## src/rtl/gf180mcu_fd_sc_mcu9t5v0__clkmon_pkg.sv

```systemverilog
// Shared types and constants for the clock-activity monitor.
package gf180mcu_fd_sc_mcu9t5v0__clkmon_pkg;

  // Depth of the synchroniser chain: two metastability flops plus one history flop.
  localparam int SYNC_STAGES = 3;

  typedef enum logic [1:0] {
    ST_IDLE    = 2'd0,
    ST_MEASURE = 2'd1,
    ST_REPORT  = 2'd2
  } state_e;

endpackage

```

## src/rtl/gf180mcu_fd_sc_mcu9t5v0__clkmon_sync.sv

```systemverilog
// Brings the monitored clock into the CLK domain and flags its rising edges.
// RISE is high for one CLK cycle, two cycles after I rises, so an edge is
// counted at the third CLK edge after it occurs.
module gf180mcu_fd_sc_mcu9t5v0__clkmon_sync
  import gf180mcu_fd_sc_mcu9t5v0__clkmon_pkg::*;
(
  input  logic CLK,
  input  logic RN,
  input  logic I,
  output logic RISE
);

  // sync_q[0..1] are the metastability flops, sync_q[2] holds the previous sample.
  logic [SYNC_STAGES-1:0] sync_q, sync_d;

  // Shift the raw input into the chain.
  always_comb begin
    sync_d = {sync_q[SYNC_STAGES-2:0], I};
  end

  // Synchroniser flops, cleared asynchronously.
  always_ff @(posedge CLK or negedge RN) begin
    if (!RN) sync_q <= '0;
    else     sync_q <= sync_d;
  end

  assign RISE = sync_q[1] & ~sync_q[2];

endmodule

```

## src/rtl/gf180mcu_fd_sc_mcu9t5v0__clkmon.sv

```systemverilog
// Clock-activity monitor: counts rising edges of I over a window of WIN CLK
// cycles, reports the count with a one-cycle VLD pulse and raises a sticky
// FAIL when the count falls outside [LO, HI].
module gf180mcu_fd_sc_mcu9t5v0__clkmon
  import gf180mcu_fd_sc_mcu9t5v0__clkmon_pkg::*;
#(
  parameter int WIN_W = 8,
  parameter int CNT_W = 8
) (
  input  logic             CLK,
  input  logic             RN,
  input  logic             I,
  input  logic             EN,
  input  logic [WIN_W-1:0] WIN,
  input  logic [CNT_W-1:0] LO,
  input  logic [CNT_W-1:0] HI,
  input  logic             CLR,
  output logic [CNT_W-1:0] CNT,
  output logic             VLD,
  output logic             FAIL,
  output logic             BUSY
);

  logic             rise;
  state_e           state_q, state_d;
  logic [WIN_W-1:0] win_cnt_q, win_cnt_d;
  logic [CNT_W-1:0] edge_cnt_q, edge_cnt_d;
  logic [CNT_W-1:0] cnt_q, cnt_d;
  logic             vld_q, vld_d;
  logic             fail_q, fail_d;
  logic             busy_q, busy_d;
  logic [CNT_W-1:0] edge_inc;
  logic             out_of_range;
  logic             start_ok;

  gf180mcu_fd_sc_mcu9t5v0__clkmon_sync u_sync (
    .CLK  (CLK),
    .RN   (RN),
    .I    (I),
    .RISE (rise)
  );

  // Next-state logic for the window FSM, counters and report outputs.
  always_comb begin
    state_d    = state_q;
    win_cnt_d  = win_cnt_q;
    edge_cnt_d = edge_cnt_q;
    cnt_d      = cnt_q;
    vld_d      = 1'b0;
    fail_d     = fail_q;

    // Saturating increment: once all ones, further edges are ignored.
    edge_inc = (rise && (edge_cnt_q != '1)) ? edge_cnt_q + CNT_W'(1) : edge_cnt_q;
    // LO > HI makes this true for every count, so such a window always fails.
    out_of_range = (cnt_q < LO) || (cnt_q > HI);
    // A zero-length window never starts.
    start_ok = EN && (WIN != '0);

    case (state_q)
      ST_IDLE: begin
        if (start_ok) begin
          state_d    = ST_MEASURE;
          win_cnt_d  = WIN;
          edge_cnt_d = '0;
        end
      end
      ST_MEASURE: begin
        if (!EN) begin
          // Abort: no report, CNT and FAIL keep their previous values.
          state_d = ST_IDLE;
        end else begin
          edge_cnt_d = edge_inc;
          win_cnt_d  = win_cnt_q - WIN_W'(1);
          if (win_cnt_q == WIN_W'(1)) begin
            // Final cycle: its edge is included in the published count.
            state_d = ST_REPORT;
            cnt_d   = edge_inc;
            vld_d   = 1'b1;
          end
        end
      end
      ST_REPORT: begin
        // Edges seen here are dropped because the edge counter is reloaded.
        if (start_ok) begin
          state_d    = ST_MEASURE;
          win_cnt_d  = WIN;
          edge_cnt_d = '0;
        end else begin
          state_d = ST_IDLE;
        end
      end
      default: state_d = ST_IDLE;
    endcase

    // A failing report beats a simultaneous clear.
    if ((state_q == ST_REPORT) && out_of_range) fail_d = 1'b1;
    else if (CLR)                                fail_d = 1'b0;

    busy_d = (state_d != ST_IDLE);
  end

  // State and output registers; reset aborts any window without a report.
  always_ff @(posedge CLK or negedge RN) begin
    if (!RN) begin
      state_q    <= ST_IDLE;
      win_cnt_q  <= '0;
      edge_cnt_q <= '0;
      cnt_q      <= '0;
      vld_q      <= 1'b0;
      fail_q     <= 1'b0;
      busy_q     <= 1'b0;
    end else begin
      state_q    <= state_d;
      win_cnt_q  <= win_cnt_d;
      edge_cnt_q <= edge_cnt_d;
      cnt_q      <= cnt_d;
      vld_q      <= vld_d;
      fail_q     <= fail_d;
      busy_q     <= busy_d;
    end
  end

  assign CNT  = cnt_q;
  assign VLD  = vld_q;
  assign FAIL = fail_q;
  assign BUSY = busy_q;

endmodule

```

## config.mk

```make
export PLATFORM = sky130hd
export DESIGN_NAME = gf180mcu_fd_sc_mcu9t5v0__clkmon
export DESIGN_NICKNAME = d
export VERILOG_FILES = /design/src/rtl/gf180mcu_fd_sc_mcu9t5v0__clkmon_pkg.sv /design/src/rtl/gf180mcu_fd_sc_mcu9t5v0__clkmon_sync.sv /design/src/rtl/gf180mcu_fd_sc_mcu9t5v0__clkmon.sv
export SDC_FILE = /design/constraint.sdc
export NUM_CORES = 1
export LEC_CHECK = 0
export ABC_AREA = 0
export ABC_CLOCK_PERIOD_IN_PS = 3500
export BUFFER_PORTS_ARGS = -buffer_cell sky130_fd_sc_hd__buf_2
export CAP_MARGIN = 40
export CELL_PAD_IN_SITES_DETAIL_PLACEMENT = 1
export CELL_PAD_IN_SITES_GLOBAL_PLACEMENT = 1
export CORE_ASPECT_RATIO = 0.9
export CORE_MARGIN = 1.5
export CORE_UTILIZATION = 45
export DETAILED_ROUTE_END_ITERATION = 10
export GPL_TIMING_DRIVEN = 0
export PLACE_DENSITY_LB_ADDON = 0.1
export SLEW_MARGIN = 30
export SYNTH_ARGS = -nofsm -noshare
export SYNTH_HDL_FRONTEND = slang
export SYNTH_SLANG_ARGS = --single-unit
export TNS_END_PERCENT = 50
```

## constraint.sdc

```tcl
create_clock -name CLK -period 3.5 [get_ports CLK]
set_input_delay 0.35 -clock CLK [delete_from_list [all_inputs] [get_ports CLK]]
set_output_delay 0.35 -clock CLK [all_outputs]
set_load 0.01 [all_outputs]
```

Yosys cells after proc, flatten, opt, wreduce, memory -nomap -nowiden --
Cells that the tools add are included.
Operators by class: add/subtract/negate cells 2, magnitude comparators 2, equality and inequality tests 6, mux-type cells 17, bitwise operators 2, reductions and logical operators 12
Operators by type and width (count):
- $mux 8 | 5
- $pmux 8 s2 | 2
- $add 8x1->8 const B | 1
- $eq 8x1->1 const B | 1
- $gt 8x8->1 | 1
- $lt 8x8->1 | 1
- $ne 8x8->1 const B | 1
- $reduce_bool 8->1 | 1
- $sub 8x1->8 const B | 1
- $mux 1 | 6
- $mux 2 | 3
- $pmux 2 s3 | 1
- $reduce_and 3->1 | 2
- $reduce_bool 2->1 | 3
- $logic_and 1x1->1 | 3
- $eq 2x1->1 const B | 1
- $eq 2x2->1 const B | 1
- $logic_not 2->1 | 1
- $ne 2x1->1 const B | 1
- $ne 2x2->1 const B | 1
- $reduce_or 2->1 | 1
- $and 1x1->1 | 1
- $logic_or 1x1->1 | 1
- $not 1->1 | 1
Storage, ports and cells: flip-flop bits (word level) 32, input port bits 29, word-level logic and storage cells 49

Depth between registers and ports, before layout --
Gate-level depths: netlist (run 1).
depth after elaboration 6, mapped depth 7, mapped depth without buffers 7

Cells and area by module --
From an unflattened synthesis (run 1), not the netlist that was laid out.
Unflattened totals: cell total of the unflattened synthesis 216, area, all modules 2057.0 um^2
Modules (own cells, without submodules):
- gf180mcu_fd_sc_mcu9t5v0__clkmon | times used 1, cells an instance 212, area an instance 1968.1 um^2
- gf180mcu_fd_sc_mcu9t5v0__clkmon_sync | times used 1, cells an instance 4, area an instance 88.8 um^2

Least setup slack after synthesis (run 1) --
OpenSTA, ideal clock, no wires.
kind register -> register, from reg cnt_q[7] (netlist: CNT[7]), to reg fail_q (netlist: FAIL), arrival time 1.660 ns, path slack 1.716 ns, cell stages (with the launch flop) 6, clock period less this slack 1.784 ns, path through dfrtp_1 > ha_1 > nand2_1 > or3_1 > o32a_1 > a211o_1
Between the ends: cells in the longest elaborated chain, start to end 4
RTL lines:
- from (decl) | line gf180mcu_fd_sc_mcu9t5v0__clkmon.sv:28 | logic [CNT_W-1:0] cnt_q, cnt_d;
- from (signal assigned) | line gf180mcu_fd_sc_mcu9t5v0__clkmon.sv:116 | cnt_q <= cnt_d;
- $lt 8x8->1 or $gt 8x8->1 (tied branches) | line gf180mcu_fd_sc_mcu9t5v0__clkmon.sv:55 | out_of_range = (cnt_q < LO) || (cnt_q > HI);
- $logic_or 1x1->1 * | line gf180mcu_fd_sc_mcu9t5v0__clkmon.sv:55
- $logic_and 1x1->1 * | line gf180mcu_fd_sc_mcu9t5v0__clkmon.sv:96 | if ((state_q == ST_REPORT) && out_of_range) fail_d = 1'b1;
- $mux 1 or $reduce_bool 2->1 (tied branches)
- to (signal assigned) | line gf180mcu_fd_sc_mcu9t5v0__clkmon.sv:118 | fail_q <= fail_d;
- to (decl) | line gf180mcu_fd_sc_mcu9t5v0__clkmon.sv:30 | logic fail_q, fail_d;
Mark *: on every way between the ends. The rest lies on a longest branch, timed or not. A chain may end at the register's enable or synchronous reset.

Worst setup path after layout (run 1) --
from reg win_cnt_q[1], to reg cnt_q[5] (netlist: CNT[5])
Between the ends: cells in the longest elaborated chain, start to end 2
RTL lines:
- from (decl) | line gf180mcu_fd_sc_mcu9t5v0__clkmon.sv:26 | logic [WIN_W-1:0] win_cnt_q, win_cnt_d;
- from (signal assigned) | line gf180mcu_fd_sc_mcu9t5v0__clkmon.sv:114 | win_cnt_q <= win_cnt_d;
- $eq 8x1->1 | line gf180mcu_fd_sc_mcu9t5v0__clkmon.sv:74 | if (win_cnt_q == WIN_W'(1)) begin
- $reduce_and 3->1 (no line)
No other way between the ends.

==> impl_results.html, run 1 <==
<table>
<tr><th>Metric</th><th>Value</th></tr>
<tr><th colspan="2">Status</th></tr>
<tr><td>Result of the run</td><td>complete, no violations</td></tr>
<tr><th colspan="2">Logic synthesis</th></tr>
<tr><td>Mapped Cells</td><td>231</td></tr>
<tr><td>Async set-reset flop share out of synthesis</td><td>1.00</td></tr>
<tr><td>Top FF cell, synth</td><td>sky130_fd_sc_hd__dfrtp_1</td></tr>
<tr><td>Cells taking the most area after synthesis</td><td>sky130_fd_sc_hd__dfrtp_1, sky130_fd_sc_hd__ha_1, sky130_fd_sc_hd__inv_1, sky130_fd_sc_hd__a21oi_1, sky130_fd_sc_hd__o21ai_0</td></tr>
<tr><td>Number of flops mapped to enable cells by yosys</td><td>0</td></tr>
<tr><td>Top cell type by total area after synthesis</td><td>sky130_fd_sc_hd__dfrtp_1</td></tr>
<tr><td>Share of the synthesized area in the top cell type</td><td>0.383</td></tr>
<tr><td>Post-Synthesis Net Count</td><td>278</td></tr>
<tr><td>Number of synthesized register bits</td><td>32</td></tr>
<tr><td>Commonest cells post-synth</td><td>sky130_fd_sc_hd__dfrtp_1, sky130_fd_sc_hd__inv_1, sky130_fd_sc_hd__ha_1</td></tr>
<tr><td>Sequential-to-total area share from yosys stat</td><td>0.383</td></tr>
<tr><td>Mean area per synthesized cell</td><td>9.06 µm²</td></tr>
<tr><td>Synth Cell Area</td><td>2090 µm²</td></tr>
<tr><td>Distinct cell type count after synthesis</td><td>52</td></tr>
<tr><td>Warnings from Yosys</td><td>0</td></tr>
<tr><td>Cell with the most instances after synthesis</td><td>sky130_fd_sc_hd__dfrtp_1</td></tr>
<tr><th colspan="2">Global routing</th></tr>
<tr><td>Vias in the first global route</td><td>1874</td></tr>
<tr><td>Number of antenna violations at the first check in global routing</td><td>0</td></tr>
<tr><td>Wire length of the first global-routing pass</td><td>9180 µm</td></tr>
<tr><td>Grt total ovfl</td><td>0</td></tr>
<tr><td>GRT Resource Usage Total</td><td>0.244</td></tr>
<tr><td>Pin count of the biggest net entering global routing</td><td>33</td></tr>
<tr><th colspan="2">Timing</th></tr>
<tr><td>RSZ-0062 raised after global routing</td><td>false</td></tr>
<tr><td>Worst-margin pin slew</td><td>0.744 ns</td></tr>
<tr><td>Part of the cycle the worst path needs</td><td>0.563</td></tr>
<tr><td>Post-Route Skew</td><td>0.00862 ns</td></tr>
<tr><td>Setup_tns</td><td>0 ns</td></tr>
<tr><td>Achievable frequency</td><td>507 MHz</td></tr>
<tr><td>Post-layout minimum cycle time</td><td>1.97 ns</td></tr>
<tr><td>Max transition margin</td><td>0.504</td></tr>
<tr><td>Finish-stage setup viols</td><td>0</td></tr>
<tr><td>Count of endpoints failing hold in the final timing report</td><td>0</td></tr>
<tr><td>Final Max Slew Viols</td><td>0</td></tr>
<tr><td>Worst setup margin</td><td>1.53 ns</td></tr>
<tr><th colspan="2">Final layout</th></tr>
<tr><td>Final-layout fill cell count</td><td>565</td></tr>
<tr><td>Layout overhead on the synthesized area</td><td>17.1%</td></tr>
<tr><td>Antenna diode count</td><td>0</td></tr>
<tr><td>Share of layout cells above drive strength 1</td><td>0.212</td></tr>
<tr><td>Final core utilization</td><td>0.549</td></tr>
<tr><td>Total number of nets in the final design</td><td>325</td></tr>
<tr><th colspan="2">Route</th></tr>
<tr><td>Number of DRC markers in iteration 0</td><td>120</td></tr>
<tr><td>Count of TritonRoute iterations in the first routing pass</td><td>4</td></tr>
<tr><td>Remaining antenna violation count</td><td>0</td></tr>
<tr><td>Total vias in the final route</td><td>1933</td></tr>
<tr><td>DRC violation count after routing</td><td>0</td></tr>
<tr><td>Drt total wl</td><td>5650 µm</td></tr>
<tr><td>Average wire length per cell after detail routing</td><td>16.6 µm</td></tr>
<tr><td>Number of vias per cell after detailed routing</td><td>5.69</td></tr>
<tr><th colspan="2">Floorplanning</th></tr>
<tr><td>Number of ports placed on the die boundary</td><td>40</td></tr>
<tr><td>Std-Cell Rows</td><td>23</td></tr>
<tr><td>Starting Density</td><td>0.469</td></tr>
<tr><td>Die W</td><td>74.9 µm</td></tr>
<tr><td>Total Die Area</td><td>5070 µm²</td></tr>
<tr><td>Height of the die</td><td>67.7 µm</td></tr>
<tr><td>Core Box Area</td><td>4460 µm²</td></tr>
<tr><th colspan="2">Placement</th></tr>
<tr><td>Port Buffer Count</td><td>39</td></tr>
<tr><td>Estimated wirelength of the detail-placed design</td><td>4350 µm</td></tr>
<tr><td>Last weighted congestion value of the routability-driven placer</td><td>0.853</td></tr>
<tr><td>Worst slack at placement</td><td>1.44 ns</td></tr>
<tr><th colspan="2">Clock network</th></tr>
<tr><td>Number of clock sinks</td><td>32</td></tr>
<tr><td>Hold buffer count at cts</td><td>0</td></tr>
<tr><td>Number of gates resized after cts</td><td>0</td></tr>
<tr><td>Post-CTS setup repair buffer count</td><td>0</td></tr>
<tr><td>TritonCTS clock tree</td><td>yes</td></tr>
<tr><td>Latest clock arrival within the worst-skew pair</td><td>0.28 ns</td></tr>
<tr><td>Root Driver</td><td>sky130_fd_sc_hd__clkbuf_8</td></tr>
<tr><td>Maximum level of the CTS H-tree</td><td>2</td></tr>
<tr><td>CTS Buffer Depth</td><td>2</td></tr>
<tr><td>Number of CTS-inserted buffers</td><td>5</td></tr>
<tr><td>Clk pin slew, worst setup/hold paths</td><td>0.07 ns</td></tr>
<tr><th colspan="2">Power and ir drop</th></tr>
<tr><td>Areal power density over the cells</td><td>419 nW/µm²</td></tr>
<tr><td>Static leakage</td><td>0.00124 µW</td></tr>
<tr><td>Power Total</td><td>1030 µW</td></tr>
<tr><td>IR Drop Worst-Case VDD</td><td>0.000288 V</td></tr>
<tr><th colspan="2">Worst hold path</th></tr>
<tr><td>Class of the most critical hold timing path</td><td>primary input to asynchronous set/reset pin</td></tr>
<tr><th colspan="2">Critical path</th></tr>
<tr><td>Endpoint required time on the critical path</td><td>3.69 ns</td></tr>
<tr><td>Crit path DAT</td><td>2.16 ns</td></tr>
<tr><td>Crit path capture type</td><td>flip-flop</td></tr>
<tr><td>Crit Path Max Fanout</td><td>10</td></tr>
<tr><td>Crit path launch type</td><td>flip-flop</td></tr>
<tr><td>Type of the worst setup path</td><td>flip-flop to flip-flop</td></tr>
<tr><th colspan="2">Job</th></tr>
<tr><td>Reported max-cap violation count</td><td>0</td></tr>
</table>
-- sequential cells by signal, indices dropped and copies added (netlist names) --
name           flops
CNT                8
edge_cnt_q         8
win_cnt_q          8
u_sync.sync_q      3
FAIL               1
BUSY               1
state_q            2
VLD                1
-- metal layers --
metal | track usage | vias up | part of all wire
met1 | 0.347 | 938 | 0.48
met2 | 0.381 | 49 | 0.46
li1 | - | 937 | -
met3 | 0.0507 | 9 | 0.049
met5 | 0 | - | 0
met4 | 0.0568 | 0 | 0.010
-- kinds of logic after synthesis --
logic type	synth area share
AND/OR/NAND/NOR	0.218
AO/OA/AOI/OAI	0.193
flip-flops	0.383
buffers and inverters	0.0652
adder cells (fa/ha/maj)	0.108
multiplexers	0.0287
XOR/XNOR	0.00419
-- critical path, stage by stage (launching register included) --
cell	delay (ns)
sky130_fd_sc_hd__dfrtp_1	0.40
sky130_fd_sc_hd__inv_1	0.12
sky130_fd_sc_hd__ha_1	0.17
sky130_fd_sc_hd__nor4b_1	0.38
sky130_fd_sc_hd__nand3_2	0.28
sky130_fd_sc_hd__clkinv_1	0.24
sky130_fd_sc_hd__o21ai_0	0.11
sky130_fd_sc_hd__o21ai_0	0.19
-- power breakdown --
group / switching [µW] / internal, µW / total (µW) / leakage [µW]
logic: 150 / 123 / 273 / 0.000788
clock network: 132 / 135 / 267 / 0.0000410
registers: 65.3 / 422 / 487 / 0.000416
-- stage by stage --
step                area [µm²]  hold WS (ns)  std cells
floorplan                 2090        0.0544        231
global placement          2360         0.334        332
detailed placement        2360         0.343        332
CTS                       2440         0.154        339
global route              2450         0.162        340
finish                    2450         0.136        340
-- final timing paths --
check	start	cells after the start	endpoint	slack (ns)
setup / recovery	win_cnt_q[1]$_DFFE_PN0P_	7	CNT[5]$_DFFE_PN0P_	1.53
hold / removal	RN	1	CNT[7]$_DFFE_PN0P_	0.14
max in group asynchronous	RN	1	edge_cnt_q[6]$_DFFE_PN0P_	2.89
min in group CLK	I	1	u_sync.sync_q[0]$_DFF_PN0_	0.17
setup reg to reg	win_cnt_q[1]$_DFFE_PN0P_	7	CNT[5]$_DFFE_PN0P_	1.53
hold reg to reg	u_sync.sync_q[0]$_DFF_PN0_	0	u_sync.sync_q[1]$_DFF_PN0_	0.36
-- layout make-up --
type / instances / area [µm²] / share of cell area
clock buffers: 6 / 72.6 / 0.0296
multi-input cells: 168 / 1150 / 0.471
flip-flops and latches: 32 / 801 / 0.327
well taps: 62 / 77.6 / 0.0317
inverters: 24 / 90.1 / 0.0368
clock inverters: 1 / 5.00 / 0.00204
plain buffers: 7 / 46.3 / 0.0189
repair buffers: 40 / 203 / 0.0827
-- cells in the final DEF (no fill, tap or decap), types with 3 or more instances in the layout --
cell / synthesis / layout
sky130_fd_sc_hd__a211o_1: 3 / 3
sky130_fd_sc_hd__a211oi_1: 4 / 4
sky130_fd_sc_hd__a21o_1: 3 / 3
sky130_fd_sc_hd__a21oi_1: 15 / 15
sky130_fd_sc_hd__a31oi_1: 3 / 3
sky130_fd_sc_hd__buf_2: 2 / 41
sky130_fd_sc_hd__clkbuf_1: 3 / 4
sky130_fd_sc_hd__clkbuf_8: 1 / 6
sky130_fd_sc_hd__dfrtp_1: 32 / 32
sky130_fd_sc_hd__ha_1: 18 / 18
sky130_fd_sc_hd__inv_1: 23 / 23
sky130_fd_sc_hd__mux2i_1: 6 / 6
sky130_fd_sc_hd__nand2_1: 15 / 15
sky130_fd_sc_hd__nand2b_1: 3 / 3
sky130_fd_sc_hd__nand3_1: 7 / 7
sky130_fd_sc_hd__nand4_1: 3 / 3
sky130_fd_sc_hd__nor2_1: 15 / 15
sky130_fd_sc_hd__nor2b_1: 5 / 5
sky130_fd_sc_hd__nor3_1: 10 / 10
sky130_fd_sc_hd__nor4_1: 4 / 4
sky130_fd_sc_hd__o21a_1: 3 / 3
sky130_fd_sc_hd__o21ai_0: 14 / 14
sky130_fd_sc_hd__or4_1: 3 / 3
Note: power is estimated with default switching activity, not from simulation.
==> run 2, diff against run 1 <==
- ABC_CLOCK_PERIOD_IN_PS: 3500 -> 1980
- CORE_UTILIZATION: 45 -> 42
- clock period: 3.5 -> 1.98 ns (I/O delays scaled with it)
==> run 2 against run 1 <==
Worst hold slack improved by 0.060 ns. Sequential cell count did not move. Global-route usage fell by 0.98 points. Final cell count rose by 2.1%. Combinational power rose by 83%. Critical endpoint is now FAIL$_DFFE_PN0P_. Power rose by 86%. Clock skew fell by 0.0045 ns. Highest routed layer unchanged. Sequential share of layout area fell by 1.3 points. Worst setup slack got worse by 1.4 ns. Die area rose by 6.8%. Wire length rose by 1.6%.
==> impl_results.html, run 2 (synthesis results as in run 1) <==
<table>
<tr><th>Metric</th><th>Value</th></tr>
<tr><th colspan="2">Status</th></tr>
<tr><td>Result of the run</td><td>complete, no violations</td></tr>
<tr><th colspan="2">Timing</th></tr>
<tr><td>Finish-stage setup viols</td><td>0</td></tr>
<tr><td>Max transition margin</td><td>0.623</td></tr>
<tr><td>Count of endpoints failing hold in the final timing report</td><td>0</td></tr>
<tr><td>Part of the cycle the worst path needs</td><td>0.932</td></tr>
<tr><td>Post-Route Skew</td><td>0.00413 ns</td></tr>
<tr><td>Setup_tns</td><td>0 ns</td></tr>
<tr><td>Achievable frequency</td><td>542 MHz</td></tr>
<tr><td>Final Max Slew Viols</td><td>0</td></tr>
<tr><td>RSZ-0062 raised after global routing</td><td>false</td></tr>
<tr><td>Worst-margin pin slew</td><td>0.560 ns</td></tr>
<tr><td>Post-layout minimum cycle time</td><td>1.85 ns</td></tr>
<tr><th colspan="2">Worst hold path</th></tr>
<tr><td>Hold EP</td><td>win_cnt_q[5]$_DFFE_PN0P_</td></tr>
<tr><td>Cell depth of the worst min-delay path</td><td>3</td></tr>
<tr><td>Class of the most critical hold timing path</td><td>primary input to flip-flop</td></tr>
<tr><td>Worst min-delay path startpoint</td><td>WIN[5]</td></tr>
<tr><th colspan="2">Power and ir drop</th></tr>
<tr><td>Areal power density over the cells</td><td>748 nW/µm²</td></tr>
<tr><td>Static leakage</td><td>0.00127 µW</td></tr>
<tr><td>IR Drop Worst-Case VDD</td><td>0.000406 V</td></tr>
<tr><th colspan="2">Floorplanning</th></tr>
<tr><td>Height of the die</td><td>70.0 µm</td></tr>
<tr><td>Total Die Area</td><td>5410 µm²</td></tr>
<tr><td>Die W</td><td>77.4 µm</td></tr>
<tr><td>Std-Cell Rows</td><td>24</td></tr>
<tr><td>Number of ports placed on the die boundary</td><td>40</td></tr>
<tr><td>Core Box Area</td><td>4800 µm²</td></tr>
<tr><td>Starting Density</td><td>0.435</td></tr>
<tr><th colspan="2">Route</th></tr>
<tr><td>Remaining antenna violation count</td><td>0</td></tr>
<tr><td>Number of DRC markers in iteration 0</td><td>62</td></tr>
<tr><td>Total vias in the final route</td><td>1936</td></tr>
<tr><td>Average wire length per cell after detail routing</td><td>16.5 µm</td></tr>
<tr><td>DRC violation count after routing</td><td>0</td></tr>
<tr><td>Number of vias per cell after detailed routing</td><td>5.58</td></tr>
<tr><td>Drt total wl</td><td>5740 µm</td></tr>
<tr><td>Count of TritonRoute iterations in the first routing pass</td><td>4</td></tr>
<tr><th colspan="2">Final layout</th></tr>
<tr><td>Layout overhead on the synthesized area</td><td>21.8%</td></tr>
<tr><td>Total number of nets in the final design</td><td>328</td></tr>
<tr><td>Commonest cells after routing, fill and taps aside</td><td>sky130_fd_sc_hd__buf_2, sky130_fd_sc_hd__dfrtp_1, sky130_fd_sc_hd__inv_1</td></tr>
<tr><td>Final core utilization</td><td>0.530</td></tr>
<tr><td>Most common cell after layout, fill and taps aside</td><td>sky130_fd_sc_hd__buf_2</td></tr>
<tr><td>Final-layout fill cell count</td><td>595</td></tr>
<tr><td>Area of all sequential standard cells</td><td>801 µm²</td></tr>
<tr><td>Antenna diode count</td><td>0</td></tr>
<tr><td>Area occupied by multi-input gates</td><td>1180 µm²</td></tr>
<tr><td>Share of layout cells above drive strength 1</td><td>0.230</td></tr>
<tr><th colspan="2">Clock network</th></tr>
<tr><td>Clk pin slew, worst setup/hold paths</td><td>0.08 ns</td></tr>
<tr><td>TritonCTS clock tree</td><td>yes</td></tr>
<tr><td>Latest clock arrival within the worst-skew pair</td><td>0.29 ns</td></tr>
<tr><td>CTS Buffer Depth</td><td>2</td></tr>
<tr><td>Root Driver</td><td>sky130_fd_sc_hd__clkbuf_8</td></tr>
<tr><td>Maximum level of the CTS H-tree</td><td>2</td></tr>
<tr><td>Number of clock sinks</td><td>32</td></tr>
<tr><td>Number of CTS-inserted buffers</td><td>5</td></tr>
<tr><th colspan="2">Placement</th></tr>
<tr><td>Last weighted congestion value of the routability-driven placer</td><td>0.814</td></tr>
<tr><td>Estimated wirelength of the detail-placed design</td><td>4340 µm</td></tr>
<tr><td>Port Buffer Count</td><td>39</td></tr>
<tr><th colspan="2">Global routing</th></tr>
<tr><td>Grt total ovfl</td><td>0</td></tr>
<tr><td>Number of antenna violations at the first check in global routing</td><td>0</td></tr>
<tr><td>Vias in the first global route</td><td>1977</td></tr>
<tr><td>Pin count of the biggest net entering global routing</td><td>33</td></tr>
<tr><td>Wire length of the first global-routing pass</td><td>9830 µm</td></tr>
<tr><td>GRT Resource Usage Total</td><td>0.234</td></tr>
<tr><th colspan="2">Critical path</th></tr>
<tr><td>Crit Path Max Fanout</td><td>4</td></tr>
<tr><td>Reg-to-reg startpoint</td><td>CNT[6]$_DFFE_PN0P_</td></tr>
<tr><td>Worst setup path start</td><td>CNT[6]$_DFFE_PN0P_</td></tr>
<tr><td>Crit path capture type</td><td>flip-flop</td></tr>
<tr><td>Endpoint required time on the critical path</td><td>2.16 ns</td></tr>
<tr><td>Register-to-Register Path Depth</td><td>5</td></tr>
<tr><td>Crit path DAT</td><td>2.03 ns</td></tr>
<tr><td>Slack of the worst reg-to-reg path</td><td>0.13 ns</td></tr>
<tr><td>End of the worst register-to-register path</td><td>FAIL$_DFFE_PN0P_</td></tr>
<tr><td>Type of the worst setup path</td><td>flip-flop to flip-flop</td></tr>
<tr><td>Crit path launch type</td><td>flip-flop</td></tr>
<tr><th colspan="2">Job</th></tr>
<tr><td>Reported max-cap violation count</td><td>0</td></tr>
</table>
## run 2: repair_timing
action                     4_1_cts  5_1_grt
setup endpoints to repair        0        7
hold buffers                     2        0
setup buffers                    0        0
hold endpoints to repair        33        0
resized for setup                0        5
## run 2: worst max path at each step
| stage | endpoint | slack [ns] |
|---|---|---|
| 5_1_grt | CNT[5]$_DFFE_PN0P_ | 0.03 |
| 4_1_cts | CNT[5]$_DFFE_PN0P_ | 0.003 |
| 6_report | FAIL$_DFFE_PN0P_ | 0.13 |
| 2_1_floorplan | FAIL$_DFFE_PN0P_ | 0.20 |
| 3_3_place_gp | CNT[3]$_DFFE_PN0P_ | 0.06 |
| 3_5_place_dp | CNT[3]$_DFFE_PN0P_ | 0.03 |
## run 2: through the flow
stage                     setup WS [ns]  instance area, µm²  cells  total power (µW)  hold WS (ns)
final                             0.135                2550    347              1910         0.196
after global routing             0.0312                2550    347              2030         0.200
after CTS                       0.00294                2490    346              1880         0.186
after detailed placement         0.0275                2380    336              1350         0.305
after global placement           0.0553                2370    335              1320         0.300
after floorplan                   0.196                2090    231              1170       -0.0976
## run 2: layout make-up
type                            instances  area share
Clock inverter                          3     0.00933
Inverter                               24      0.0368
Buffer                                  7      0.0182
Timing Repair Buffer                   43      0.0982
Tap cell                               65      0.0319
Clock buffer                            5      0.0270
Multi-Input combinational cell        168       0.464
Sequential cell                        32       0.314
## run 2: report_power, final
group | leakage [µW] | internal (µW) | switching, µW | total [µW]
sequential | 0.000416 | 744 | 131 | 875
clock | 0.0000404 | 249 | 281 | 530
combinational | 0.000814 | 235 | 265 | 500
total | 0.00127 | 1230 | 677 | 1910
## run 2: routing by layer
metal	GRT usage	vias to the layer above	share of wire
met5	0	-	0
met4	0.0566	0	0.0087
met3	0.0536	6	0.043
met2	0.365	41	0.46
met1	0.330	943	0.49
li1	-	946	-
## run 2: worst max-delay path: stages (launching register included)
cell                      delay [ns]
sky130_fd_sc_hd__dfrtp_1        0.44
sky130_fd_sc_hd__ha_1           0.32
sky130_fd_sc_hd__nand2_1        0.05
sky130_fd_sc_hd__or3_1          0.36
sky130_fd_sc_hd__o32a_1         0.35
sky130_fd_sc_hd__a211o_1        0.22
==> run 3, diff against run 2 <==
- PLACE_DENSITY_LB_ADDON: 0.1 -> 0.2
==> run 3 against run 2 <==
The run now ends with hold timing left. Wire length down 7.5%. Non-clock buffer count fell by 1. First-iteration DRC count is 15% lower. Fmax decreased by 1.8%. Clock power is 4% higher. Sequential cell count is the same. Global-route usage decreased by 2.5 points. Clock skew grew 0.00056 ns. Worst setup slack worse by 0.033 ns.
==> impl_results.html, run 3 (synthesis results as in run 1) <==
<table>
<tr><th>Metric</th><th>Value</th></tr>
<tr><th colspan="2">Status</th></tr>
<tr><td>Result of the run</td><td>complete, but fails checks</td></tr>
<tr><td>Violated checks</td><td>hold timing</td></tr>
<tr><th colspan="2">Timing</th></tr>
<tr><td>Finish-stage setup viols</td><td>0</td></tr>
<tr><td>Hold_ws</td><td>-0.0199 ns</td></tr>
<tr><td>Achievable frequency</td><td>532 MHz</td></tr>
<tr><td>RSZ-0062 raised after global routing</td><td>false</td></tr>
<tr><td>Post-layout minimum cycle time</td><td>1.88 ns</td></tr>
<tr><td>Part of the cycle the worst path needs</td><td>0.949</td></tr>
<tr><td>Worst-margin pin slew</td><td>0.827 ns</td></tr>
<tr><td>Post-Route Skew</td><td>0.00470 ns</td></tr>
<tr><td>Count of endpoints failing hold in the final timing report</td><td>32</td></tr>
<tr><td>Max transition margin</td><td>0.448</td></tr>
<tr><td>Final Max Slew Viols</td><td>0</td></tr>
<tr><th colspan="2">Critical path</th></tr>
<tr><td>Crit path DAT</td><td>2.04 ns</td></tr>
<tr><td>Sum of buffers and inverters on the critical path</td><td>0</td></tr>
<tr><td>Worst path slowest cell</td><td>sky130_fd_sc_hd__dfrtp_1</td></tr>
<tr><td>Type of the worst setup path</td><td>flip-flop to flip-flop</td></tr>
<tr><td>Capturing instance or port of the critical path</td><td>FAIL$_DFFE_PN0P_</td></tr>
<tr><td>Crit path capture type</td><td>flip-flop</td></tr>
<tr><td>Worst setup path start</td><td>CNT[7]$_DFFE_PN0P_</td></tr>
<tr><td>Register-to-Register Path Depth</td><td>5</td></tr>
<tr><td>Crit Path Max Fanout</td><td>4</td></tr>
<tr><td>Endpoint required time on the critical path</td><td>2.14 ns</td></tr>
<tr><td>Series of cell instances along the critical path</td><td>ha_1, nand2_1, or3_1, o32a_1, a211o_1</td></tr>
<tr><td>Logic depth of the worst path, buffers included</td><td>5</td></tr>
<tr><td>Crit path launch type</td><td>flip-flop</td></tr>
<tr><td>Reg-to-reg startpoint</td><td>CNT[7]$_DFFE_PN0P_</td></tr>
<tr><td>Delay of the slowest cell on the worst path</td><td>0.43 ns</td></tr>
<tr><td>Slack of the worst reg-to-reg path</td><td>0.10 ns</td></tr>
<tr><td>End of the worst register-to-register path</td><td>FAIL$_DFFE_PN0P_</td></tr>
<tr><td>Kind of cell with the highest combined delay on the critical path</td><td>compound AO/OA/AOI/OAI gates</td></tr>
<tr><th colspan="2">Power and ir drop</th></tr>
<tr><td>Switching power share of the total</td><td>0.328</td></tr>
<tr><td>Power share of the combinational group</td><td>0.252</td></tr>
<tr><td>Relative contribution of the clock network to total power</td><td>0.289</td></tr>
<tr><td>Static leakage</td><td>0.00126 µW</td></tr>
<tr><td>Sequential power share</td><td>0.459</td></tr>
<tr><td>Areal power density over the cells</td><td>759 nW/µm²</td></tr>
<tr><td>Internal power</td><td>1280 µW</td></tr>
<tr><td>Net load switching power</td><td>623 µW</td></tr>
<tr><td>IR Drop Worst-Case VDD</td><td>0.000444 V</td></tr>
<tr><th colspan="2">Final layout</th></tr>
<tr><td>Antenna diode count</td><td>0</td></tr>
<tr><td>Layout overhead on the synthesized area</td><td>19.6%</td></tr>
<tr><td>Total number of nets in the final design</td><td>327</td></tr>
<tr><td>Commonest cells after routing, fill and taps aside</td><td>sky130_fd_sc_hd__buf_2, sky130_fd_sc_hd__dfrtp_1, sky130_fd_sc_hd__inv_1</td></tr>
<tr><td>Final-layout fill cell count</td><td>576</td></tr>
<tr><td>Final design area excluding fillers</td><td>2500 µm²</td></tr>
<tr><td>Final core utilization</td><td>0.521</td></tr>
<tr><td>Post-route non-filler standard cell count</td><td>345</td></tr>
<tr><td>Most common cell after layout, fill and taps aside</td><td>sky130_fd_sc_hd__buf_2</td></tr>
<tr><td>Share of layout cells above drive strength 1</td><td>0.232</td></tr>
<tr><th colspan="2">Placement</th></tr>
<tr><td>Last weighted congestion value of the routability-driven placer</td><td>0.790</td></tr>
<tr><td>Port Buffer Count</td><td>39</td></tr>
<tr><td>Post-place instance area</td><td>2370 µm²</td></tr>
<tr><td>Number of placed cells counting well taps</td><td>335</td></tr>
<tr><td>Estimated wirelength of the detail-placed design</td><td>4100 µm</td></tr>
<tr><th colspan="2">Floorplanning</th></tr>
<tr><td>Std-Cell Rows</td><td>24</td></tr>
<tr><td>Total Die Area</td><td>5410 µm²</td></tr>
<tr><td>Height of the die</td><td>70.0 µm</td></tr>
<tr><td>Die W</td><td>77.4 µm</td></tr>
<tr><td>Core Box Area</td><td>4800 µm²</td></tr>
<tr><td>Number of ports placed on the die boundary</td><td>40</td></tr>
<tr><td>Starting Density</td><td>0.435</td></tr>
<tr><th colspan="2">Route</th></tr>
<tr><td>Total vias in the final route</td><td>1876</td></tr>
<tr><td>Count of TritonRoute iterations in the first routing pass</td><td>4</td></tr>
<tr><td>Remaining antenna violation count</td><td>0</td></tr>
<tr><td>Drt total wl</td><td>5310 µm</td></tr>
<tr><td>Number of vias per cell after detailed routing</td><td>5.44</td></tr>
<tr><td>Number of DRC markers in iteration 0</td><td>53</td></tr>
<tr><td>Average wire length per cell after detail routing</td><td>15.4 µm</td></tr>
<tr><td>DRC violation count after routing</td><td>0</td></tr>
<tr><th colspan="2">Global routing</th></tr>
<tr><td>Pin count of the biggest net entering global routing</td><td>33</td></tr>
<tr><td>Number of antenna violations at the first check in global routing</td><td>0</td></tr>
<tr><td>GRT Resource Usage Total</td><td>0.210</td></tr>
<tr><td>Wire length of the first global-routing pass</td><td>9030 µm</td></tr>
<tr><td>Grt total ovfl</td><td>0</td></tr>
<tr><td>Vias in the first global route</td><td>1852</td></tr>
<tr><th colspan="2">Clock network</th></tr>
<tr><td>Clk pin slew, worst setup/hold paths</td><td>0.07 ns</td></tr>
<tr><td>TritonCTS clock tree</td><td>yes</td></tr>
<tr><td>Number of CTS-inserted buffers</td><td>5</td></tr>
<tr><td>Number of clock sinks</td><td>32</td></tr>
<tr><td>Latest clock arrival within the worst-skew pair</td><td>0.28 ns</td></tr>
<tr><td>CTS Buffer Depth</td><td>2</td></tr>
<tr><td>Hold buffer count at cts</td><td>0</td></tr>
<tr><td>Maximum level of the CTS H-tree</td><td>2</td></tr>
<tr><td>Root Driver</td><td>sky130_fd_sc_hd__clkbuf_8</td></tr>
<tr><th colspan="2">Worst hold path</th></tr>
<tr><td>Class of the most critical hold timing path</td><td>primary input to asynchronous set/reset pin</td></tr>
<tr><th colspan="2">Job</th></tr>
<tr><td>Reported max-cap violation count</td><td>0</td></tr>
</table>
## run 3: final cells by class
type                    count  area, µm²  share of cell area
flip-flops and latches     32        801               0.320
multi-input cells         168       1170               0.466
well taps                  65       81.3              0.0325
inverters                  24       93.8              0.0375
repair buffers             42        218              0.0870
plain buffers               7       46.3              0.0185
clock buffers               7       96.3              0.0385
## run 3: what timing repair did
| item | in CTS | in global routing |
|---|---|---|
| gates resized for setup | 1 | 2 |
| pin swaps | 0 | 1 |
| setup buffers | 0 | 3 |
| setup endpoints to repair | 3 | 5 |
## run 3: through the flow
step           total power (µW)  TNS, ns  worst slack [ns]  hold WS [ns]
6_report                   1900        0             0.101       -0.0199
3_3_place_gp               1330        0            0.0392         0.300
2_1_floorplan              1170        0             0.196       -0.0976
5_1_grt                    2030        0            0.0387        0.0104
4_1_cts                    1910        0            0.0959       0.00114
3_5_place_dp               1350   -0.141           -0.0616         0.302
## run 3: worst reg2reg max path, stage by stage (launching register included)
cell	delay [ns]
sky130_fd_sc_hd__dfrtp_1	0.43
sky130_fd_sc_hd__ha_1	0.32
sky130_fd_sc_hd__nand2_1	0.06
sky130_fd_sc_hd__or3_1	0.37
sky130_fd_sc_hd__o32a_1	0.35
sky130_fd_sc_hd__a211o_1	0.23
## run 3: power by group through the flow
| stage | logic [µW] | registers (µW) | clock network (µW) |
|---|---|---|---|
| floorplan | 320 | 846 | 0 |
| global placement | 458 | 867 | 0 |
| detailed placement | 482 | 872 | 0 |
| CTS | 486 | 865 | 555 |
| global route | 549 | 888 | 593 |
| finish | 480 | 871 | 549 |
## run 3: routing by layer
layer,track usage,share of wire,up-vias
li1,-,-,950
met1,0.304,0.52,893
met2,0.326,0.44,28
met3,0.0379,0.029,5
met4,0.0485,0.0070,0
met5,0,0,-
## run 3: how the worst min path moves through the flow
stage | start | endpoint | cells past startpoint
2_1_floorplan | RN | BUSY$_DFF_PN0_ | 0
3_3_place_gp | RN | win_cnt_q[2]$_DFFE_PN0P_ | 1
3_5_place_dp | RN | win_cnt_q[2]$_DFFE_PN0P_ | 1
4_1_cts | RN | edge_cnt_q[5]$_DFFE_PN0P_ | 1
5_1_grt | I | u_sync.sync_q[0]$_DFF_PN0_ | 1
6_report | RN | win_cnt_q[2]$_DFFE_PN0P_ | 1
